## src/rtl/pc_next_unit_pkg.sv

```systemverilog
// Shared constants and state encoding for the program-counter stage.
package pc_next_unit_pkg;

    typedef enum logic [1:0] {
        BOOT  = 2'd0,
        FETCH = 2'd1,
        EXC   = 2'd2
    } pc_state_e;

    localparam logic [31:0] PC_STEP        = 32'd4;
    localparam logic [31:0] RESET_PC_DEF   = 32'h0000_0000;
    localparam logic [31:0] EXC_VECTOR_DEF = 32'h0000_0080;

endpackage

```

## src/rtl/pc_next_unit_next_pc_mux.sv

```systemverilog
// Next-PC source selection: priority jr > jump > branch > sequential,
// plus misalignment detection on the data-dependent targets.
module next_pc_mux
    import pc_next_unit_pkg::*;
(
    input  logic [31:0] pc_i,
    input  logic        jr_i,
    input  logic [31:0] jr_target_i,
    input  logic        jump_i,
    input  logic [25:0] jump_index_i,
    input  logic        branch_taken_i,
    input  logic [31:0] br_offset_sh_i,
    output logic [31:0] pc_plus4_o,
    output logic [31:0] target_o,
    output logic        misalign_o
);

    logic check_align;

    assign pc_plus4_o = pc_i + PC_STEP;

    always_comb begin
        target_o    = pc_plus4_o;
        check_align = 1'b0;
        if (jr_i) begin
            target_o    = jr_target_i;
            check_align = 1'b1;
        end else if (jump_i) begin
            target_o = {pc_plus4_o[31:28], jump_index_i, 2'b00};
        end else if (branch_taken_i) begin
            target_o    = pc_plus4_o + br_offset_sh_i;
            check_align = 1'b1;
        end
    end

    // Jump and sequential targets are word-aligned by construction.
    assign misalign_o = check_align & (|target_o[1:0]);

endmodule

```

## src/rtl/pc_next_unit.sv

```systemverilog
// PC register and fetch-control FSM; traps misaligned redirects to EXC_VECTOR
// and holds fetch until software acknowledges with exc_clear.
module pc_next_unit
    import pc_next_unit_pkg::*;
#(
    parameter logic [31:0] RESET_PC   = RESET_PC_DEF,
    parameter logic [31:0] EXC_VECTOR = EXC_VECTOR_DEF
) (
    input  logic        clk,
    input  logic        rst_n,
    input  logic        stall,
    input  logic        branch_taken,
    input  logic [31:0] br_offset_sh,
    input  logic        jump,
    input  logic [25:0] jump_index,
    input  logic        jr,
    input  logic [31:0] jr_target,
    input  logic        if_ready,
    input  logic        exc_clear,
    output logic [31:0] pc,
    output logic [31:0] pc_plus4,
    output logic        if_req,
    output logic        misalign_exc,
    output logic [31:0] bad_addr
);

    pc_state_e   state_q, state_d;
    logic [31:0] pc_q, pc_d;
    logic [31:0] bad_q, bad_d;
    logic        exc_q, exc_d;
    logic [31:0] target;
    logic        misalign;
    logic        advance;

    next_pc_mux u_mux (
        .pc_i           (pc_q),
        .jr_i           (jr),
        .jr_target_i    (jr_target),
        .jump_i         (jump),
        .jump_index_i   (jump_index),
        .branch_taken_i (branch_taken),
        .br_offset_sh_i (br_offset_sh),
        .pc_plus4_o     (pc_plus4),
        .target_o       (target),
        .misalign_o     (misalign)
    );

    assign advance = (state_q == FETCH) && if_ready && !stall;

    always_comb begin
        state_d = state_q;
        pc_d    = pc_q;
        bad_d   = bad_q;
        exc_d   = exc_q;
        case (state_q)
            BOOT:  state_d = FETCH;
            FETCH: begin
                if (advance) begin
                    if (misalign) begin
                        pc_d    = EXC_VECTOR;
                        bad_d   = target;
                        exc_d   = 1'b1;
                        state_d = EXC;
                    end else begin
                        pc_d = target;
                    end
                end
            end
            EXC: begin
                // pc already sits at EXC_VECTOR, so fetch resumes there.
                if (exc_clear) begin
                    exc_d   = 1'b0;
                    state_d = FETCH;
                end
            end
            default: state_d = BOOT;
        endcase
    end

    always_ff @(posedge clk or negedge rst_n) begin
        if (!rst_n) begin
            state_q <= BOOT;
            pc_q    <= RESET_PC;
            bad_q   <= '0;
            exc_q   <= 1'b0;
        end else begin
            state_q <= state_d;
            pc_q    <= pc_d;
            bad_q   <= bad_d;
            exc_q   <= exc_d;
        end
    end

    assign pc           = pc_q;
    assign if_req       = (state_q == FETCH);
    assign misalign_exc = exc_q;
    assign bad_addr     = bad_q;

endmodule

```

## config.mk

```make
export PLATFORM = sky130hd
export DESIGN_NAME = pc_next_unit
export DESIGN_NICKNAME = d
export VERILOG_FILES = /design/src/rtl/pc_next_unit_pkg.sv /design/src/rtl/pc_next_unit_next_pc_mux.sv /design/src/rtl/pc_next_unit.sv
export SDC_FILE = /design/constraint.sdc
export NUM_CORES = 1
export LEC_CHECK = 0
export BUFFER_PORTS_ARGS = -buffer_cell sky130_fd_sc_hd__buf_2
export CORE_MARGIN = 2
export CORE_UTILIZATION = 40
export CTS_CLUSTER_DIAMETER = 200
export DETAILED_ROUTE_END_ITERATION = 16
export GPL_TIMING_DRIVEN = 0
export PLACE_DENSITY = 0.74
export REMOVE_ABC_BUFFERS = 1
export SETUP_SLACK_MARGIN = 0.02
export SLEW_MARGIN = 40
export SYNTH_ARGS = -nofsm -noshare
export SYNTH_HDL_FRONTEND = slang
export SYNTH_SLANG_ARGS = --single-unit
```

## constraint.sdc

```tcl
create_clock -name clk -period 5 [get_ports clk]
set_clock_uncertainty 0.1 [all_clocks]
set_input_delay 1 -clock clk [delete_from_list [all_inputs] [get_ports clk]]
set_output_delay 1 -clock clk [all_outputs]
set_load 0.02 [all_outputs]
```

### Word-level counts from Yosys, hierarchy flattened

Cells that the tools add are included.
Widths: inputs -> output; s select.

* output and inout port bits: 98
* bits of input ports: 98
* register bits: 67
* logic and storage cells: 37

* reduce and logical (&&, ||, !) cells: 10
* bitwise operators: 1
* add/sub/neg operators: 2
* muxes and demuxes: 15
* equal/unequal tests: 5

Operators with widths (count)
* $mux 32: 4
* $add 32x3->32 const B: 1
* $add 32x32->32: 1
* $mux 1: 6
* $mux 2: 3
* $pmux 2 s3: 1
* $reduce_and 3->1: 2
* $ne 2x1->1 const B: 2
* $reduce_and 4->1: 1
* $eq 2x1->1 const B: 1
* $eq 2x2->1 const B: 1
* $logic_and 1x1->1: 2
* $logic_not 2->1: 1
* $ne 2x2->1 const B: 1
* $pmux 1 s2: 1
* $reduce_and 2->1: 1
* $reduce_bool 2->1: 1
* $reduce_or 2->1: 1
* $and 1x1->1: 1
* $logic_not 1->1: 1

### Logic depth before layout (Yosys ltp)

* depth after elaboration: 10
* mapped depth: 17
* gate-level depth less buffers: 14

### Hierarchy

Synthesis repeated with hierarchy kept, for this count alone.

* cells, all modules: 731
* area total of the unflattened synthesis: 6012.0 µm²

By module, submodules not included
* next_pc_mux: cells an instance 511, times used 1, area an instance 3321.9 µm², seq. area each 0.0 µm²
* pc_next_unit: cells an instance 220, times used 1, area an instance 2690.1 µm², seq. area each 1676.6 µm²

### Worst setup path after synthesis

No wires, ideal clock.

* path type: register to register
* from: register pc_q[4], in the netlist pc[4]
* to: register pc_q[31], in the netlist pc[31]
* slack: 0.861 ns
* library setup time: 0.082 ns
* data arrival time: 3.957 ns
* path buffers: 2
* stages on the path, launching flop included: 16
* data required time: 4.818 ns
* clock period less this slack: 4.139 ns
* cells stage by stage: dfrtp_1 -> and4_4 -> buf_6 -> nand4_1 -> or2_1 -> xnor2_1 -> ha_1 -> buf_4 -> a21oi_1 -> o21ai_1 -> a21oi_1 -> o221ai_1 -> o31ai_4 -> xor2_1 -> or4_1 -> a31oi_1

* cells in the longest elaborated chain, start to end: 6

RTL lines
* from (decl): RTL line pc_next_unit.sv:28 `logic [31:0] pc_q, pc_d;`
* from (signal assigned): RTL line pc_next_unit.sv:88 `pc_q <= pc_d;`
* $add 32x3->32: RTL line pc_next_unit_next_pc_mux.sv:20 `assign pc_plus4_o = pc_i + PC_STEP;`
* named net pc_plus4[18]: RTL line pc_next_unit.sv:21 `output logic [31:0] pc_plus4,`
* $add 32x32->32: RTL line pc_next_unit_next_pc_mux.sv:31 `target_o = pc_plus4_o + br_offset_sh_i;`
* $mux 32: RTL line pc_next_unit_next_pc_mux.sv:30 `end else if (branch_taken_i) begin`
* $mux 32: RTL line pc_next_unit_next_pc_mux.sv:28 `end else if (jump_i) begin`
* $mux 32: RTL line pc_next_unit_next_pc_mux.sv:25 `if (jr_i) begin`
* $mux 32: RTL line pc_next_unit.sv:59 `if (misalign) begin`

The timed path passes the listed nets, and every way through them passes these cells.
A chain may end at the register's enable or synchronous reset.

### Worst setup path in the final report

* from: register pc_q[2], in the netlist pc[2]
* to: register pc_q[31], in the netlist pc[31]

* cells in the longest elaborated chain, start to end: 6

RTL lines (RTL line)
* $add 32x3->32 (*): pc_next_unit_next_pc_mux.sv:20
* $add 32x32->32: pc_next_unit_next_pc_mux.sv:31
* $mux 32: pc_next_unit_next_pc_mux.sv:30
* $mux 32 (*): pc_next_unit_next_pc_mux.sv:28
* $mux 32 (*): pc_next_unit_next_pc_mux.sv:25
* $mux 32 (*): pc_next_unit.sv:59

Mark *: on every way between the ends. The rest lies on a longest branch, timed or not.

==> results.py <==
metrics = {
    "power": {
        "leakagePower_nw": 3.61,
        "vdd_ir_drop_max_mv": 0.245,
        "pwr_density_cell_nw_per_um2": 444,
    },
    "route": {
        "viasPerCell": 6.02,
        "vias": 6751,
        "postRouteAntennaNets": 0,
        "first_iter_violations": 482,
        "wl_um": 22500,
        "drtPass1Iterations": 5,
        "wl_per_cell_um": 20.1,
        "drc": 0,
    },
    "critical_path": {
        "reg2regPathDepth": 13,
        "r2r_end": "pc[31]$_DFFE_PN0P_",
        "path_class": "flop to flop",
        "r2r-start": "pc[2]$_DFFE_PN0P_",
        "arrival_ns": 4.71,
        "setup.worst_path.end_class": "flop",
        "worst-r2r-setup-slack_ns": 0.45,
        "startpoint_type": "flop",
        "path_max_fanout": 8,
        "cp.required_ns": 5.15,
    },
    "clock_tree": {
        "clk_path_buf_depth": 2,
        "cts-resized-gates": 0,
        "htree_levels": 3,
        "cts_made_buffers": 9,
        "post_cts_buffers": 0,
        "cts.sinks": 67,
        "cts_root_buf": "clkbuf_16",
        "path_clk_slew_ns": 0.06,
        "ctsHoldBuffers": 0,
        "clock_latency_ns": 0.34,
        "cts_tree": "done",
    },
    "placement": {
        "dp_hpwl_um": 17000,
        "place.gp.congestion": 0.906,
        "portBuffers": 195,
        "place_area_um2": 7220,
    },
    "sta": {
        "hold_viol_final": 0,
        "final.setup.tns_ns": 0,
        "maxClockFrequency_mhz": 220,
        "finalCritPeriodShare": 0.911,
        "slew_headroom": 0.534,
        "timing.hold.ws_ns": 0.373,
        "slew_viol_final": 0,
        "setup_viol": 0,
        "fin_crit_ns": 4.55,
        "rsz0062_at_grt": "false",
        "worstMarginPinSlew_ns": 0.697,
    },
    "hold_path": {
        "worstHoldPathType": "flop to flop",
        "min-delay-start": "bad_addr[29]$_DFFE_PN0P_",
        "whs_path_depth": 2,
        "min_to": "bad_addr[29]$_DFFE_PN0P_",
    },
    "yosys": {
        "yosys-top-cells-area": "dfrtp_1 27%, ha_1 8.0%, nand2_1 5.6%, o21ai_0 5.0%, a21oi_1 4.7%",
        "async_flop_share": 1.00,
        "synth_area_leader_cell": "dfrtp_1",
        "synth.distinct_cells": 79,
        "synth-edff-count": 0,
        "syn_area_um2": 6130,
        "synth_seq_area_share": 0.273,
        "ys_warn_count": 0,
        "ys_seq_elements": 67,
        "yosysTopAreaCellShare": 0.273,
        "synth_top_flop_cell": "dfrtp_1",
        "syn-mean-instance-area_um2": 8.12,
        "synthesis.instances": 755,
    },
    "floorplanning": {
        "start_util": 0.406,
        "core_um2": 15100,
        "die_h_um": 128,
        "die_w_um": 128,
        "rows": 45,
        "ios": 196,
        "die_area_um2": 16300,
    },
    "grt": {
        "grt_pass1_wl_um": 34700,
        "grt_use_met1": 0.340,
        "grt_pass1_vias": 6428,
        "antenna_found_initial": 1,
        "grt.overflow.total": 0,
        "met3_usage": 0.0634,
        "grt.met2_usage": 0.459,
        "grt_usage": 0.271,
        "grt_max_degree": 51,
        "grt-busiest-layer": "met2",
    },
    "finish": {
        "stdcell_area_um2": 7520,
        "area_growth_pct": 22.6,
        "num-nets-final": 1065,
        "layout_commonest_cell": "buf_2",
        "final_cell_mix": "197 x buf_2, 91 x nand2_1, 67 x dfrtp_1",
        "final_layout_size_suffix_gt1_frac": 0.276,
        "n_fill_cell": 1538,
    },
    "job": {
        "cap_viol_max_count": 0,
    },
    "outcome": {
        "outcome": "finished clean",
    },
}
## per-layer routing
layer / vias to the layer above / wire length, um
met5: - / 0
met4: 0 / 548
met3: 42 / 1880
met2: 375 / 10800
met1: 3160 / 9210
li1: 3174 / -
## layout make-up
| class | count | area, um^2 | area share |
|---|---|---|---|
| Antenna cell | 1 | 2.50 | 0.000333 |
| Clock buffer | 9 | 225 | 0.0299 |
| Clock inverter | 7 | 68.8 | 0.00915 |
| Inverter | 24 | 105 | 0.0140 |
| Multi-Input combinational cell | 620 | 4110 | 0.547 |
| Sequential cell | 67 | 1680 | 0.223 |
| Tap cell | 188 | 235 | 0.0313 |
| Timing Repair Buffer | 205 | 1090 | 0.145 |
## worst max-delay path, stage by stage (launching register included)
cell and delay, ns:
dfrtp_1 0.48, ha_1 0.35, nand4_1 0.37, or2_1 0.37
xnor2_1 0.37, ha_1 0.43, a21oi_1 0.24, o21ai_1 0.14
a21oi_1 0.19, o221ai_1 0.33, o31ai_4 0.41, xor2_1 0.13
or4_1 0.41, a31oi_1 0.13
## cells in the mapped netlist, types with 15 or more instances
| cell type | number |
|---|---|
| o21ai_0 | 61 |
| dfrtp_1 | 67 |
| inv_1 | 21 |
| nor2_1 | 46 |
| nand4_1 | 20 |
| clkbuf_1 | 27 |
| ha_1 | 39 |
| xnor2_1 | 21 |
| nand3_1 | 19 |
| a21o_1 | 15 |
| a21oi_1 | 57 |
| nand2_1 | 91 |
| xor2_1 | 19 |
## worst max-delay path by stage
stage	from	endpoint	slack, ns
after floorplan	pc[9]$_DFFE_PN0P_	pc[31]$_DFFE_PN0P_	0.93
after global placement	stall	bad_addr[16]$_DFFE_PN0P_	-1.47
after detailed placement	branch_taken	bad_addr[20]$_DFFE_PN0P_	0.34
after CTS	pc[2]$_DFFE_PN0P_	pc[31]$_DFFE_PN0P_	0.47
after global routing	pc[2]$_DFFE_PN0P_	pc[31]$_DFFE_PN0P_	0.09
final	pc[2]$_DFFE_PN0P_	pc[31]$_DFFE_PN0P_	0.45
## power by group
group	internal [mW]	switching (mW)
combinational	0.665	1.16
clock	0.385	0.262
sequential	0.705	0.162
total	1.76	1.59
## state kept, by name (all words and copies together), names as in the netlist
signal / cells
state_q: 2
pc: 32
misalign_exc: 1
bad_addr: 32
## cell families after synthesis
| logic type | share of synthesized area |
|---|---|
| AOI/OAI and AO/OA | 0.289 |
| xor gates and xnor gates | 0.0571 |
| DFF | 0.273 |
| and+or+nand+nor | 0.218 |
| adders and majority gates | 0.0828 |
| buffers and inverters | 0.0622 |
| muxes | 0.0173 |
## per-stage QoR
stage / setup WS (ns) / utilization / total power, mW / instances
floorplan: 0.934 / - / 2.05 / 711
global placement: -1.47 / 0.468 / 2.63 / 1094
detailed placement: 0.344 / 0.479 / 2.67 / 1104
CTS: 0.473 / 0.498 / 3.33 / 1120
global route: 0.0884 / 0.498 / 3.54 / 1120
finish: 0.447 / 0.498 / 3.34 / 1121
No activity file was read; power rests on OpenSTA's default activity.
